File: config.mk
export PLATFORM = sky130hd
export DESIGN_NAME = core_timer0
export DESIGN_NICKNAME = d
export VERILOG_FILES = /design/src/rtl/core_timer0.sv
export SDC_FILE = /design/constraint.sdc
export NUM_CORES = 1
export LEC_CHECK = 0
export CAP_MARGIN = 30
export CORE_MARGIN = 4
export CORE_UTILIZATION = 52
export DETAILED_ROUTE_END_ITERATION = 12
export GPL_ROUTABILITY_DRIVEN = 0
export PLACE_DENSITY_LB_ADDON = 0.3
export SETUP_SLACK_MARGIN = 0.05
export SLEW_MARGIN = 0
export SYNTH_ARGS = -nofsm -noshare
export SYNTH_HDL_FRONTEND = slang
export SYNTH_SLANG_ARGS = --single-unit
File: constraint.sdc
create_clock -name clk -period 3.5 [get_ports clk]
set_clock_uncertainty 0.1 [all_clocks]
set_input_delay 0.35 -clock clk [delete_from_list [all_inputs] [get_ports clk]]
set_output_delay 0.35 -clock clk [all_outputs]
set_load 0.01 [all_outputs]
File: src/rtl/core_timer0.sv
// TMR0: 8-bit timer with a synchronized external clock pin, an 8-bit prescaler,
// a post-write increment inhibit and a one-clk overflow pulse.
module core_timer0 #(
    parameter logic [7:0] RESET_VALUE = 8'd0
) (
    input  logic       clk,
    input  logic       rst,
    input  logic       cycle_en,
    input  logic       wr_en,
    input  logic [7:0] d,
    output logic [7:0] q,
    input  logic       option_t0cs,
    input  logic       option_t0se,
    input  logic       option_psa,
    input  logic [2:0] option_ps,
    input  logic       t0cki,
    output logic       intcon_t0if_set_en
);

    logic       sync0;
    logic       sync1;
    logic       sync_d;
    logic [7:0] pre;
    logic [7:0] ps_mask;
    logic [1:0] inhibit;
    logic       ovf;
    logic       ext_tick;
    logic       src_tick;
    logic       inc_tick;
    logic       hold;
    logic       bump;

    always_comb begin
        ext_tick = option_t0se ? (sync_d & ~sync1) : (sync1 & ~sync_d);
        src_tick = option_t0cs ? ext_tick : cycle_en;
        // Low (ps+1) bits all ones marks the last tick of a prescaler period.
        ps_mask  = 8'hFF >> (3'd7 - option_ps);
        inc_tick = option_psa ? src_tick
                              : (src_tick && ((pre & ps_mask) == ps_mask));
        hold     = (inhibit != 2'd0);
        bump     = inc_tick && !hold && !wr_en;
    end

    always_ff @(posedge clk or negedge rst) begin
        if (!rst) begin
            sync0   <= 1'b0;
            sync1   <= 1'b0;
            sync_d  <= 1'b0;
            q       <= RESET_VALUE;
            pre     <= 8'd0;
            inhibit <= 2'd0;
            ovf     <= 1'b0;
        end else begin
            sync0  <= t0cki;
            sync1  <= sync0;
            sync_d <= sync1;

            if (wr_en) begin
                inhibit <= 2'd2;
            end else if (cycle_en && hold) begin
                inhibit <= inhibit - 2'd1;
            end

            if (wr_en) begin
                q <= d;
                if (!option_psa) begin
                    pre <= 8'd0;
                end
            end else begin
                if (bump) begin
                    q <= q + 8'd1;
                end
                if (!option_psa && src_tick && !hold) begin
                    pre <= pre + 8'd1;
                end
            end

            // Only a genuine FF->00 increment raises the flag; writes never do.
            ovf <= bump && (q == 8'hFF);
        end
    end

    assign intcon_t0if_set_en = ovf;

endmodule

# Word-level counts from Yosys, hierarchy flattened
# Cells that the tools add are included.
dict set report totals {
  regBits 22
}
dict set report classes {
  addsub 4
  eq_ne 3
  n_shift 1
  mux 10
  bitwise_logic 5
  reduce_logical 15
}
# operator n
set op_table {}
lappend op_table {{$mux 8} 5}
lappend op_table {{$add 8x1->8 const B} 2}
lappend op_table {{$and 8x8->8} 1}
lappend op_table {{$eq 8x8->1} 1}
lappend op_table {{$eq 8x8->1 const B} 1}
lappend op_table {{$reduce_bool 2->1} 4}
lappend op_table {{$shr 8x3->8 const A} 1}
lappend op_table {{$logic_and 1x1->1} 7}
lappend op_table {{$mux 2} 2}
lappend op_table {{$logic_not 1->1} 3}
lappend op_table {{$mux 1} 3}
lappend op_table {{$sub 3x3->3 const A} 1}
lappend op_table {{$and 1x1->1} 2}
lappend op_table {{$ne 2x2->1 const B} 1}
lappend op_table {{$not 1->1} 2}
lappend op_table {{$reduce_and 2->1} 1}
lappend op_table {{$sub 2x1->2 const B} 1}

# Depth between registers and ports, before layout
# Gate-level depths: netlist (run 1).
dict set report logic_depth {
  word_depth 10
  depth_mapped 9
  mapped_depth_nobuf 8
}

# Worst setup path after synthesis (run 1)
# No wires, ideal clock.
dict set report synth_timing {
  kind {reg-to-reg}
  start {register sync_d}
  end {register q[2]}
  arrival_time_ps 1628
  required_time_ps 3276
  setup_slack_ps 1649
  path_stages_with_launch 7
  path_cell_list {dfrtp_1 or3b_1 a31oi_1 nand3_1 buf_2 o211a_1 a211o_1}
}
dict set report synth_between {
  elab_chain_len 9
}
# item line_no
set synth_rtl {}
lappend synth_rtl {{from (decl)} 22} ;# logic sync_d;
lappend synth_rtl {{from (signal assigned)} 56} ;# sync_d <= sync1;
lappend synth_rtl {{$not 1->1} 34} ;# ext_tick = option_t0se ? (sync_d & ~sync1) : (sync1 & ~sync_d);
lappend synth_rtl {{$and 1x1->1} 34}
lappend synth_rtl {{$mux 1 (*)} 34}
lappend synth_rtl {{$mux 1 (*)} 35} ;# src_tick = option_t0cs ? ext_tick : cycle_en;
lappend synth_rtl {{$logic_and 1x1->1} 39} ;# : (src_tick && ((pre & ps_mask) == ps_mask));
lappend synth_rtl {{$mux 1 (*)} 38} ;# inc_tick = option_psa ? src_tick
lappend synth_rtl {{$logic_and 1x1->1 (*) (2 in a row)} 41} ;# bump = inc_tick && !hold && !wr_en;
lappend synth_rtl {{$reduce_bool 2->1 (no line) (*)} n/a}
lappend synth_rtl {{to (signal assigned)} 71} ;# q <= q + 8'd1;
lappend synth_rtl {{to (decl)} 11} ;# output logic [7:0] q,
# Every way passes the cells marked *; elsewhere a longest branch is shown, timed or not.
# A chain may end at the register's enable or synchronous reset.

# Worst setup path in the final report (run 1)
dict set report layout_timing {
  start {input port option_t0se}
  end {register q[7]}
}
dict set report layout_between {
  elab_chain_len 7
}
# item line_no
set layout_rtl {}
lappend layout_rtl {{from (decl)} 13} ;# input logic option_t0se,
lappend layout_rtl {{$mux 1 (*)} 34}
lappend layout_rtl {{$mux 1 (*)} 35}
lappend layout_rtl {{$logic_and 1x1->1} 39}
lappend layout_rtl {{$mux 1 (*)} 38}
lappend layout_rtl {{$logic_and 1x1->1 (*) (2 in a row)} 41}
lappend layout_rtl {{$reduce_bool 2->1 (no line) (*)} n/a}
# Marks and branches as above.

==> impl_metrics.json, run 1 <==
{
  "outcome": "complete, no violations",
  "die_area_sq_um": 3090,
  "yosys_most_used_dff": "dfrtp_1",
  "n_antenna_cell": 0,
  "core_sq_um": 2060,
  "hold_violations": 0,
  "pre_cts_slack_ns": 0.743,
  "ant_nets": 0,
  "p_switching_mw": 0.171,
  "vias": 1120,
  "power_density_nw_per_um2": 381,
  "layout_common_cells": "clkdlybuf4s50_1, dfrtp_1, o21ai_0",
  "wirelength_mm": 2.77,
  "drv_cap": 0,
  "min_period_ns": 2.45,
  "nets": 180,
  "cts_sinks": 22,
  "intPower_mw": 0.407,
  "tightestPinTransition_ns": 0.536,
  "finalSetupTns_ns": 0,
  "grt_pass1_vias": 1083,
  "postCtsSetupBuffers": 0,
  "rsz0062_at_grt": "false",
  "stdcell_count": 184,
  "synth_cell_types": 35,
  "areaGrowthSynthToFinish_pct": 28.9,
  "power_frac_comb": 0.225,
  "path_clk_slew_ns": 0.13,
  "cts.path.max_buffers": 2,
  "clockPowerShare": 0.253,
  "antenna_found_initial": 0,
  "drt_drc_violations_left": 0,
  "fp.dieH_um": 55.6,
  "drive_above_1_share": 0.0446,
  "synth_edf_count": 0,
  "io_pins": 28,
  "port_buffers": 27,
  "synth_simple_gate_area_share": 0.224,
  "dp_cells": 180,
  "die_w_um": 55.6,
  "core.rowCount": 16,
  "p_total_mw": 0.578,
  "synth_seq_area_share": 0.468,
  "synth_xor_area_frac": 0.0149,
  "timing.final.ws_setup_ns": 1.05,
  "synthArstFlopShare": 1.00,
  "num-fill-cells": 164,
  "min_path_type": "input port to async pin",
  "worstSetupEndpoint": "q[7]",
  "synth_nets": 151,
  "cp.arrival_ns": 2.59,
  "seqPwrFrac": 0.523,
  "synth_top_family_by_area": "simple AND/OR/NAND/NOR gates",
  "worstRegToRegCells": 6,
  "clkLatencyLatePin_ns": 0.32,
  "wire_per_inst_um": 15.0,
  "critPathLaunchType": "input port",
  "dr.pass1.iters": 4,
  "setup_viol": 0,
  "cts_root_buf": "clkbuf_4",
  "reg2reg_to": "q[7]",
  "min_period_over_period": 0.700,
  "finalMaxSlewViolations": 0,
  "path_max_fanout": 13,
  "p_sw_frac": 0.295,
  "cp-end-kind": "flop",
  "reg2reg_setup_slack_ns": 1.09,
  "fmax_mhz": 408,
  "peakVddDrop_uv": 301,
  "grt_usage": 0.192,
  "cts_tree": "built",
  "start_util": 0.571,
  "critical_path_class": "input port to flop",
  "drtIter0Drc": 25,
  "grt_pass1_wl_mm": 4.78,
  "slew_headroom": 0.642,
  "timing.rr.start": "sync_d",
  "final_common_cell": "clkdlybuf4s50_1",
  "synth_compound_area_frac": 0.218,
  "postSynthCellCount": 129,
  "yosysWarnings": 0,
  "yosys.area_share.adder": 0.0319,
  "overflow": 0,
  "crit_start": "option_t0se",
  "hpwl_mm": 2.03,
  "ctsHtreeMaxLevel": 1,
  "crit_required_ns": 3.64,
  "hold_buffers": 0,
  "p_leak_nw": 0.626,
  "synth.area.mux_share": 0.00850,
  "syn_area_per_cell_sq_um": 9.13,
  "post_cts_resize_count": 0,
  "synth.ff_latch_count": 22,
  "numCtsBuffers": 3,
  "grt_max_degree": 16,
  "netlist_area_sq_um": 1180,
  "vias_per_cell": 6.09
}
==> per-layer routing <==
layer / GRT usage / share of wire / vias to the layer above
met2: 0.323 / 0.49 / 39
met1: 0.244 / 0.44 / 532
met3: 0.0371 / 0.053 / 8
met5: 0 / 0 / -
li1: - / - / 541
met4: 0.0729 / 0.016 / 0
==> worst max-delay path: stages <==
cell             delay (ns)
clkdlybuf4s50_1        0.42
or3b_1                 0.36
a31oi_1                0.18
buf_4                  0.19
nand3_1                0.31
or4_1                  0.60
a31oi_1                0.17
==> through the flow <==
stage | util | hold WS (ns) | instance area (sq um)
finish | 0.736 | 0.265 | 1520
global route | 0.736 | 0.278 | 1520
CTS | 0.736 | 0.275 | 1520
detailed placement | 0.718 | 0.246 | 1480
global placement | 0.711 | 0.238 | 1470
floorplan | - | -0.0456 | 1180
==> cell families after synthesis <==
family	Yosys count
and+or+nand+nor	50
AOI/OAI and AO/OA	41
DFF	22
buffers and inverters	10
adders and majority gates	3
xor gates and xnor gates	2
muxes	1
==> registers in the layout (all words and copies together), names as in the netlist <==
name / cells
sync0: 1
sync1: 1
pre: 8
intcon_t0if_set_en: 1
sync_d: 1
inhibit: 2
q: 8
==> power groups by stage <==
stage                     Sequential (mW)  Clock [mW]  Combinational [mW]
after detailed placement            0.305           0               0.130
after global placement              0.304           0               0.123
final                               0.302       0.146               0.130
after floorplan                     0.304           0              0.0635
after CTS                           0.301       0.148               0.130
after global routing                0.306       0.160               0.147
==> cells in the mapped netlist (all sizes together) (4+ instances only) <==
library cell | count | area, sq um
nor2 | 9 | 33.8
dfrtp | 22 | 551
a21oi | 8 | 40.0
a31oi | 6 | 37.5
nor3 | 4 | 20.0
nand2 | 11 | 41.3
nand3 | 5 | 25.0
inv | 5 | 18.8
o21ai | 13 | 65.1
==> worst min-delay path by stage <==
stage / start / endpoint / slack [ns] / cells past startpoint
after global routing: sync0 / sync1 / 0.28 / 0
after detailed placement: sync0 / sync1 / 0.25 / 0
after floorplan: rst / inhibit[0] / -0.05 / 0
after CTS: rst / inhibit[1] / 0.28 / 1
final: rst / inhibit[0] / 0.26 / 1
after global placement: sync0 / sync1 / 0.24 / 0
==> area by class of cell <==
| type | count | area, sq um | share of cell area |
|---|---|---|---|
| inverters | 5 | 18.8 | 0.0124 |
| repair buffers | 29 | 293 | 0.193 |
| clock buffers | 4 | 36.3 | 0.0239 |
| multi-input cells | 97 | 586 | 0.386 |
| well taps | 27 | 33.8 | 0.0223 |
| flip-flops and latches | 22 | 551 | 0.363 |
(Power assumes the default switching activity.)
==> run 2, diff against run 1 <==
Settings changed: CORE_UTILIZATION 52 to 44.
Clock period 3.5 ns to 2 ns, I/O delays scaled along.
==> run 2 against run 1 <==
Against the previous run:
- flip-flop and latch count unchanged
- clock power rose by 36%
- sequential share of layout area decreased by 2.7 points
- combinational power grew 110%
- setup slack lost 1.0 ns
- hold slack got worse by 0.13 ns
- sequential power is 73% higher
- utilization down 8.7 points
- largest cell class unchanged
==> impl_metrics.json, run 2 (same netlist as run 1, synthesis figures left out) <==
{
  "wire_per_inst_um": 15.3,
  "grt_max_degree": 23,
  "port_buffers": 27,
  "cts.path.max_buffers": 2,
  "critical_path_class": "flop to flop",
  "core_sq_um": 2520,
  "min_period_ns": 1.97,
  "final_common_cell": "clkdlybuf4s50_1",
  "reg_top3": "pre x8, q x8, inhibit x2",
  "path_max_fanout": 5,
  "nets": 193,
  "timing.rr.start": "sync_d",
  "die_w_um": 59.7,
  "drtIter0Drc": 30,
  "numCtsBuffers": 3,
  "antenna_found_initial": 0,
  "cp.arrival_ns": 2.09,
  "tightestPinTransition_ns": 0.315,
  "vias_per_cell": 5.71,
  "drt_drc_violations_left": 0,
  "crit_required_ns": 2.13,
  "final-seq-area_sq_um": 551,
  "outcome": "complete, no violations",
  "crit_start": "sync_d",
  "reg2reg_setup_slack_ns": 0.03,
  "reg2reg_to": "q[5]",
  "start_util": 0.467,
  "drive_above_1_share": 0.142,
  "grt_pass1_vias": 1113,
  "peakVddDrop_uv": 545,
  "die_area_sq_um": 3570,
  "finalMaxSlewViolations": 0,
  "fin_area_sq_um": 1640,
  "grt_pass1_wl_mm": 4.96,
  "vias": 1136,
  "ctsHtreeMaxLevel": 1,
  "hpwl_mm": 2.23,
  "rsz0062_at_grt": "true",
  "ant_nets": 0,
  "min_period_over_period": 0.983,
  "cts_tree": "built",
  "setup_viol": 0,
  "overflow": 0,
  "path_clk_slew_ns": 0.12,
  "critPathLaunchType": "flop",
  "multi_input_area_sq_um": 626,
  "power_density_nw_per_um2": 606,
  "worstSetupEndpoint": "q[5]",
  "cts_sinks": 22,
  "hold_buffers": 0,
  "slew_headroom": 0.789,
  "areaGrowthSynthToFinish_pct": 39.1,
  "wirelength_mm": 3.04,
  "core.rowCount": 18,
  "grt_usage": 0.182,
  "drv_cap": 0,
  "io_pins": 28,
  "n_antenna_cell": 0,
  "clkLatencyLatePin_ns": 0.30,
  "p_total_mw": 0.992,
  "worstRegToRegCells": 5,
  "p_leak_nw": 0.681,
  "dr.pass1.iters": 4,
  "min_path_type": "input port to async pin",
  "hold_violations": 0,
  "num-fill-cells": 211,
  "cp-end-kind": "flop",
  "fp.dieH_um": 59.7,
  "post_dp_cell_area_sq_um": 1560,
  "cts_root_buf": "clkbuf_4",
  "layout_common_cells": "clkdlybuf4s50_1, dfrtp_1, buf_4",
  "fmax_mhz": 509
}
run 2: what timing repair did:
item	CTS	global route
buffers inserted	1	1
pin swaps	3	5
endpoints found under the setup margin	6	10
gates cloned	0	0
resized for setup	4	6
run 2: per-stage QoR:
step / hold WS [ns] / utilization / instances / worst slack [ns] / setup TNS (ns)
floorplan: -0.196 / - / 129 / 0.149 / 0
global placement: 0.238 / 0.619 / 194 / -0.287 / -1.89
detailed placement: 0.240 / 0.619 / 194 / -0.330 / -2.43
CTS: 0.141 / 0.639 / 198 / 0.0351 / 0
global route: 0.147 / 0.649 / 199 / -0.0348 / -0.118
finish: 0.132 / 0.649 / 199 / 0.0339 / 0
run 2: critical path, cell delays in order (launching register included):
cell     delay, ns
dfrtp_1       0.41
or3b_4        0.39
a31oi_4       0.21
nand3_4       0.11
or4_1         0.52
a31oi_1       0.15
run 2: power by group:
| part | internal, mW | switching, mW |
|---|---|---|
| Combinational | 0.141 | 0.132 |
| Sequential | 0.482 | 0.0385 |
| Clock | 0.0702 | 0.128 |
run 2: worst min path at each step:
stage | from | endpoint | slack (ns) | depth (start not counted)
2_1_floorplan | rst | inhibit[0] | -0.20 | 0
3_3_place_gp | sync0 | sync1 | 0.24 | 0
3_5_place_dp | sync0 | sync1 | 0.24 | 0
4_1_cts | rst | q[3] | 0.14 | 2
5_1_grt | rst | q[3] | 0.15 | 2
6_report | rst | q[3] | 0.13 | 2
run 2: final cells by class:
cell class,instances,area share
Timing Repair Buffer,42,0.234
Tap cell,30,0.0229
Inverter,5,0.0115
Clock buffer,3,0.0138
Sequential cell,22,0.336
Multi-Input combinational cell,97,0.382
run 2: metal layers:
metal,wire length [um],share of wire,up-vias,GRT usage
li1,-,-,564,-
met1,1370,0.45,546,0.233
met2,1530,0.50,24,0.313
met3,131,0.043,2,0.0475
met4,10,0.0033,0,0.0253
met5,0,0,-,0
